[config.mk]
export PLATFORM = sky130hd
export DESIGN_NAME = branch_predictor
export DESIGN_NICKNAME = d
export VERILOG_FILES = /design/src/rtl/branch_predictor.sv
export SDC_FILE = /design/constraint.sdc
export NUM_CORES = 2
export LEC_CHECK = 0
export ABC_AREA = 0
export CORE_ASPECT_RATIO = 0.5
export CORE_UTILIZATION = 60
export DETAILED_ROUTE_END_ITERATION = 8
export PLACE_DENSITY_LB_ADDON = 0.05
export RECOVER_POWER = 25
export SYNTH_ARGS = -nofsm -noshare
export SYNTH_HDL_FRONTEND = slang
export SYNTH_SLANG_ARGS = --single-unit
[constraint.sdc]
create_clock -name clk_i -period 18.2 [get_ports clk_i]
set_input_delay 1.82 -clock clk_i [delete_from_list [all_inputs] [get_ports clk_i]]
set_output_delay 1.82 -clock clk_i [all_outputs]
set_load 0.02 [all_outputs]
[src/rtl/branch_predictor.sv]
// Dynamic branch predictor: direct-mapped BHT of saturating counters merged with a tagged BTB.
// Optional gshare indexing when BP_GSHARE_EN is defined.
module branch_predictor #(
  parameter int XLEN    = 32,
  parameter int ENTRIES = 64,
  parameter int CNT_W   = 2,
  parameter int GHR_W   = 4
) (
  input  logic            clk_i,
  input  logic            rst_i,
  input  logic [XLEN-1:0] if_pc_i,
  output logic            pred_taken_o,
  output logic [XLEN-1:0] pred_target_o,
  input  logic            upd_valid_i,
  input  logic [XLEN-1:0] upd_pc_i,
  input  logic            upd_taken_i,
  input  logic [XLEN-1:0] upd_target_i,
  input  logic            upd_pred_taken_i,
  input  logic [XLEN-1:0] upd_pred_target_i,
  output logic            ready_o,
  output logic            mispredict_o,
  output logic [31:0]     stat_branches_o,
  output logic [31:0]     stat_mispred_o
);

  localparam int IDX_W = $clog2(ENTRIES);
  localparam int TAG_W = XLEN - IDX_W - 2;

  localparam logic [CNT_W-1:0] CNT_WNT = {1'b0, {(CNT_W-1){1'b1}}};
  localparam logic [CNT_W-1:0] CNT_WT  = {1'b1, {(CNT_W-1){1'b0}}};
  localparam logic [CNT_W-1:0] CNT_MAX = {CNT_W{1'b1}};

  typedef enum logic {S_INIT, S_RUN} state_e;

  state_e             state_q;
  logic [IDX_W-1:0]   ptr_q;
  logic               ready_q;
  logic               mis_q;
  logic [31:0]        br_q;
  logic [31:0]        mp_q;

  logic               valid_q [ENTRIES];
  logic [CNT_W-1:0]   cnt_q   [ENTRIES];
  logic [TAG_W-1:0]   tag_q   [ENTRIES];
  logic [XLEN-1:0]    tgt_q   [ENTRIES];

  logic [IDX_W-1:0]   hist;

`ifdef BP_GSHARE_EN
  logic [GHR_W-1:0]   ghr_q;
  assign hist = IDX_W'(ghr_q);
`else
  assign hist = '0;
`endif

  logic [IDX_W-1:0]   p_idx;
  logic [TAG_W-1:0]   p_tag;
  logic               p_hit;
  logic [IDX_W-1:0]   u_idx;
  logic [TAG_W-1:0]   u_tag;
  logic               u_hit;
  logic               acc;
  logic               mis;
  logic [CNT_W-1:0]   cnt_d;

  assign p_idx = if_pc_i[IDX_W+1:2] ^ hist;
  assign p_tag = if_pc_i[XLEN-1:IDX_W+2];
  assign p_hit = ready_q & valid_q[p_idx] & (tag_q[p_idx] == p_tag);

  assign pred_taken_o  = p_hit & cnt_q[p_idx][CNT_W-1];
  assign pred_target_o = pred_taken_o ? tgt_q[p_idx] : if_pc_i + XLEN'(4);

  assign u_idx = upd_pc_i[IDX_W+1:2] ^ hist;
  assign u_tag = upd_pc_i[XLEN-1:IDX_W+2];
  assign u_hit = valid_q[u_idx] & (tag_q[u_idx] == u_tag);
  assign acc   = (state_q == S_RUN) & upd_valid_i;

  assign mis = (upd_pred_taken_i != upd_taken_i) |
               (upd_pred_taken_i & upd_taken_i &
                (upd_pred_target_i != upd_target_i));

  assign ready_o         = ready_q;
  assign mispredict_o    = mis_q;
  assign stat_branches_o = br_q;
  assign stat_mispred_o  = mp_q;

  logic unused_ok;
  assign unused_ok = ^{if_pc_i[1:0], upd_pc_i[1:0], 1'(GHR_W)};

  // Next counter value: allocate weak state on miss, saturate on hit.
  always_comb begin
    cnt_d = cnt_q[u_idx];
    if (!u_hit) begin
      cnt_d = upd_taken_i ? CNT_WT : CNT_WNT;
    end else if (upd_taken_i) begin
      if (cnt_q[u_idx] != CNT_MAX) cnt_d = cnt_q[u_idx] + 1'b1;
    end else begin
      if (cnt_q[u_idx] != '0) cnt_d = cnt_q[u_idx] - 1'b1;
    end
  end

  // Control FSM, statistics, mispredict pulse and global history.
  always_ff @(posedge clk_i) begin
    if (rst_i) begin
      state_q <= S_INIT;
      ptr_q   <= '0;
      ready_q <= 1'b0;
      mis_q   <= 1'b0;
      br_q    <= '0;
      mp_q    <= '0;
`ifdef BP_GSHARE_EN
      ghr_q   <= '0;
`endif
    end else begin
      mis_q <= 1'b0;
      unique case (state_q)
        S_INIT: begin
          ptr_q <= ptr_q + 1'b1;
          if (ptr_q == IDX_W'(ENTRIES - 1)) begin
            state_q <= S_RUN;
            ready_q <= 1'b1;
          end
        end
        S_RUN: begin
          if (upd_valid_i) begin
            if (br_q != '1) br_q <= br_q + 1'b1;
            if (mis) begin
              mis_q <= 1'b1;
              if (mp_q != '1) mp_q <= mp_q + 1'b1;
            end
`ifdef BP_GSHARE_EN
            ghr_q <= {ghr_q[GHR_W-2:0], upd_taken_i};
`endif
          end
        end
      endcase
    end
  end

  // Table storage: cleared one entry per INIT cycle, written on accepted updates.
  always_ff @(posedge clk_i) begin
    if (!rst_i) begin
      if (state_q == S_INIT) begin
        valid_q[ptr_q] <= 1'b0;
        cnt_q[ptr_q]   <= CNT_WNT;
      end else if (acc) begin
        valid_q[u_idx] <= 1'b1;
        tag_q[u_idx]   <= u_tag;
        cnt_q[u_idx]   <= cnt_d;
        if (!u_hit || upd_taken_i) tgt_q[u_idx] <= upd_target_i;
      end
    end
  end

endmodule
==> impl_metrics.xml <==
<?xml version="1.0" encoding="UTF-8"?>
<metrics>
  <group name="yosys">
    <metric name="async_flop_share" unit="">0</metric>
    <metric name="yosysTopAreaCellShare" unit="">0.695</metric>
    <metric name="synth_enable_flop_cells" unit="">3776</metric>
    <metric name="synth_nets" unit="">8375</metric>
    <metric name="post_synth_inst_count" unit="">8237</metric>
    <metric name="synth.yosys.warnings" unit="">0</metric>
    <metric name="netlist-cell-type-count" unit="">79</metric>
    <metric name="ys_ff_latch" unit="">3849</metric>
    <metric name="synth_largest_area_cell" unit="">sky130_fd_sc_hd__edfxtp_1</metric>
    <metric name="synth.yosys.seq_area_share" unit="">0.704</metric>
    <metric name="synth_flop_cell" unit="">sky130_fd_sc_hd__edfxtp_1</metric>
    <metric name="syn_area" unit="sq um">163000</metric>
    <metric name="synth_top_cells_by_area" unit="">sky130_fd_sc_hd__edfxtp_1 (69%), sky130_fd_sc_hd__mux4_2 (16%), sky130_fd_sc_hd__mux2i_1 (2.1%)</metric>
    <metric name="post_synth.cell_area_avg" unit="sq um">19.8</metric>
  </group>
  <group name="timing">
    <metric name="grt_setup_unrepaired" unit="">no</metric>
    <metric name="timing.max_slew.rel_slack" unit="">-1.67</metric>
    <metric name="final_period_minus_worst_setup_slack" unit="ns">11.05</metric>
    <metric name="hold_viol" unit="">0</metric>
    <metric name="post-route-period-util" unit="">0.607</metric>
    <metric name="finalClockSkew" unit="ns">0.0400</metric>
    <metric name="number_of_setup_violations_in_the_final_report" unit="">0</metric>
    <metric name="worst-slew-pin-transition" unit="ns">4.01</metric>
    <metric name="final_report_max_slew_violation_count" unit="">2153</metric>
    <metric name="max_freq" unit="GHz">0.0905</metric>
    <metric name="fin_setup_tns" unit="ns">0</metric>
  </group>
  <group name="setup_path">
    <metric name="setup.reg_to_reg.worst_slack" unit="ns">11.37</metric>
    <metric name="cp_data_required_time" unit="ns">16.38</metric>
    <metric name="cp_cell_sequence" unit="">buf_8 &gt; buf_12 &gt; buf_4 &gt; mux4_2 &gt; mux2i_1 &gt; o22ai_1 &gt; nor4_2 &gt; nor2_1 &gt; xor2_1 &gt; or4bb_1 &gt; nor4b_2 &gt; nand4_4 &gt; mux2_4 &gt; clkdlybuf4s50_1</metric>
    <metric name="worst_r2r_startpoint" unit="">tag_q[14][4]</metric>
    <metric name="worst_r2r_path_depth" unit="">12</metric>
    <metric name="critical_path.startpoint_type" unit="">input pin</metric>
    <metric name="path_max_fanout" unit="">105</metric>
    <metric name="worst_path_largest_cell_delay" unit="ns">0.95</metric>
    <metric name="path_class" unit="">in -&gt; out</metric>
    <metric name="rr_endpoint" unit="">tgt_q[52][17]</metric>
    <metric name="worst_setup_path_end_kind" unit="">output port</metric>
    <metric name="timing.critical_path.arrival" unit="ns">9.23</metric>
    <metric name="critical-path-slowest-cell" unit="">sky130_fd_sc_hd__nor4_2</metric>
  </group>
  <group name="clocking">
    <metric name="cts_tree" unit="">built</metric>
    <metric name="clockBufferDepth" unit="">4</metric>
    <metric name="root_buffer" unit="">sky130_fd_sc_hd__clkbuf_16</metric>
    <metric name="hold_bufs_at_cts" unit="">0</metric>
    <metric name="clock-sinks" unit="">3849</metric>
    <metric name="tritoncts.num_buffers" unit="">333</metric>
    <metric name="clock_transition_at_the_registers_of_the_reported_paths" unit="ns">0.07</metric>
    <metric name="postCtsResizedCells" unit="">0</metric>
    <metric name="clock_latency" unit="ns">0.93</metric>
    <metric name="cts-htree-levels" unit="">5</metric>
    <metric name="cts_setup_buffers" unit="">0</metric>
  </group>
  <group name="power">
    <metric name="p_leak" unit="nW">56.4</metric>
    <metric name="irDropWorstVdd" unit="V">0.0000859</metric>
    <metric name="p_per_area" unit="nW/um^2">99.8</metric>
  </group>
  <group name="routing">
    <metric name="drt_pre_antenna_iters" unit="">7</metric>
    <metric name="ant_nets" unit="">0</metric>
    <metric name="drc_errors" unit="">0</metric>
    <metric name="detail_route.wl_per_cell" unit="um">42.4</metric>
    <metric name="routed_wl" unit="mm">527</metric>
    <metric name="drt_iter0_markers" unit="">16500</metric>
    <metric name="via_per_inst" unit="">7.55</metric>
    <metric name="detailroute.via_count" unit="">93800</metric>
  </group>
  <group name="global_routing">
    <metric name="grt.total_usage" unit="">0.383</metric>
    <metric name="grt_antenna_before_repair" unit="">32</metric>
    <metric name="grt_max_degree" unit="">132</metric>
    <metric name="grt_pass1_vias" unit="">89700</metric>
    <metric name="grt_pass1_wl" unit="mm">720</metric>
    <metric name="globalRoute.totalOverflow" unit="">0</metric>
  </group>
  <group name="place">
    <metric name="dp.final_hpwl" unit="mm">308</metric>
    <metric name="dp_cells" unit="">11800</metric>
    <metric name="buffer_ports.inserted" unit="">229</metric>
    <metric name="routabilityCongestion" unit="">0.996</metric>
  </group>
  <group name="die">
    <metric name="design.portCount" unit="">232</metric>
    <metric name="die_height" unit="um">371</metric>
    <metric name="die-area" unit="sq um">274000</metric>
    <metric name="std_cell_rows" unit="">134</metric>
    <metric name="core_region_area" unit="sq um">269000</metric>
    <metric name="initial_util" unit="">0.608</metric>
    <metric name="die_width" unit="um">740</metric>
  </group>
  <group name="final_layout">
    <metric name="layout-drive-gt1-share" unit="">0.267</metric>
    <metric name="layout.nets" unit="">8691</metric>
    <metric name="finish.cell_count_without_fillers" unit="">12400</metric>
    <metric name="area_growth_syn_to_layout" unit="%">10.7</metric>
  </group>
  <group name="outcome">
    <metric name="violations" unit="">max-capacitance violations, max-slew violations</metric>
    <metric name="outcome" unit="">complete, but fails checks</metric>
  </group>
  <group name="min_path">
    <metric name="holdPathStages" unit="">2</metric>
    <metric name="timing.hold.worst.class" unit="">reg -&gt; reg</metric>
    <metric name="worstHoldEndpoint" unit="">stat_mispred_o[7]</metric>
    <metric name="hp-start" unit="">stat_mispred_o[7]</metric>
  </group>
  <group name="flow_run">
    <metric name="drv_cap" unit="">41</metric>
  </group>
</metrics>
layout make-up:
| cell class | count | area, sq um |
|---|---|---|
| Antenna cell | 21 | 52.6 |
| Clock buffer | 410 | 8850 |
| Clock inverter | 174 | 1330 |
| Fill cell | 17500 | 87900 |
| Inverter | 17 | 72.6 |
| Multi-Input combinational cell | 3787 | 46500 |
| Sequential cell | 3849 | 115000 |
| Tap cell | 3604 | 4510 |
| Timing Repair Buffer | 565 | 4580 |
sequential cells by signal (all words and copies together), names as in the netlist:
signal	count
cnt_q	128
mispredict_o	1
ptr_q	6
ready_o	1
stat_branches_o	32
stat_mispred_o	32
state_q	1
tag_q	1536
tgt_q	2048
valid_q	64
cell families after synthesis:
kind of cell | Yosys count | synth area share
AND/OR/NAND/NOR | 935 | 0.0277
multiplexers | 1706 | 0.198
flip-flops | 3849 | 0.704
adder cells (fa/ha/maj) | 5 | 0.000383
AO/OA/AOI/OAI | 981 | 0.0442
XOR/XNOR | 160 | 0.00859
buffers and inverters | 601 | 0.0177
Yosys cell counts (all sizes together) (11+ instances only):
master	instances
o2bb2ai	35
mux2i	336
a22oi	112
nand4	46
a22o	41
nand2	222
nand2b	19
mux2	184
and2	19
nor3	86
and3	17
o221ai	27
edfxtp	3776
clkbuf	263
dfxtp	73
nor4	28
nor2	285
buf	321
a221oi	165
xnor2	94
a211oi	16
o22a	29
a222oi	11
a221o	62
xor2	66
inv	15
mux4	1186
nand3	83
a31oi	17
nand3b	17
o211ai	37
or3	27
o21ai	126
o22ai	118
nor2b	30
a21oi	125
cells in the final DEF (no fill, tap or decap), types with 125 or more instances in the layout:
master / count
sky130_fd_sc_hd__mux4_2: 1186
sky130_fd_sc_hd__nor2_1: 215
sky130_fd_sc_hd__edfxtp_1: 3776
sky130_fd_sc_hd__mux2i_1: 336
sky130_fd_sc_hd__clkdlybuf4s50_1: 163
sky130_fd_sc_hd__mux2_2: 155
sky130_fd_sc_hd__nand2_1: 212
sky130_fd_sc_hd__a21oi_1: 125
sky130_fd_sc_hd__clkbuf_16: 343
sky130_fd_sc_hd__buf_4: 284
sky130_fd_sc_hd__a221oi_1: 165
sky130_fd_sc_hd__clkbuf_1: 127
power breakdown:
| part | leakage [nW] | switching (mW) | internal (mW) |
|---|---|---|---|
| combinational | 16.6 | 0.891 | 0.456 |
| clock | 4.97 | 3.23 | 3.73 |
| sequential | 34.8 | 0.00141 | 9.72 |
metal layers:
layer  vias up  wire length (um)  GRT usage
met5         -               602     0.0113
met4        26             31300      0.185
met3      1408             74700      0.124
met2      7346            232000      0.562
met1     49300            188000      0.529
li1      35700                 -          -
through the flow:
step           utilization  instance area [sq um]  setup WS [ns]  power [mW]  hold slack, ns
2_1_floorplan            -                 163000          10.39        10.6           0.501
3_3_place_gp         0.635                 171000           7.02        11.2           0.483
3_5_place_dp         0.635                 171000           7.05        11.2           0.497
4_1_cts              0.673                 181000           7.05        18.0           0.510
5_1_grt              0.673                 181000           6.71        18.4           0.546
6_report             0.673                 181000           7.15        18.0           0.509
critical path: cells and delay by family:
family          cells  cell delay, ns
mux                 3            1.46
xor+xnor            1            0.27
simple gates        5            3.02
buf+inv             4            2.21
compound gates      1            0.19
worst max-delay path by stage:
stage / from / to / slack, ns / depth (start not counted)
6_report: if_pc_i[3] / pred_target_o[7] / 7.15 / 14
3_5_place_dp: if_pc_i[2] / pred_target_o[16] / 7.05 / 11
5_1_grt: if_pc_i[2] / pred_target_o[16] / 6.71 / 11
3_3_place_gp: if_pc_i[2] / pred_target_o[17] / 7.02 / 11
4_1_cts: if_pc_i[2] / pred_target_o[16] / 7.05 / 11
2_1_floorplan: upd_pc_i[3] / cnt_q[0][0] / 10.39 / 14
Power figures use the tool's default switching activity.
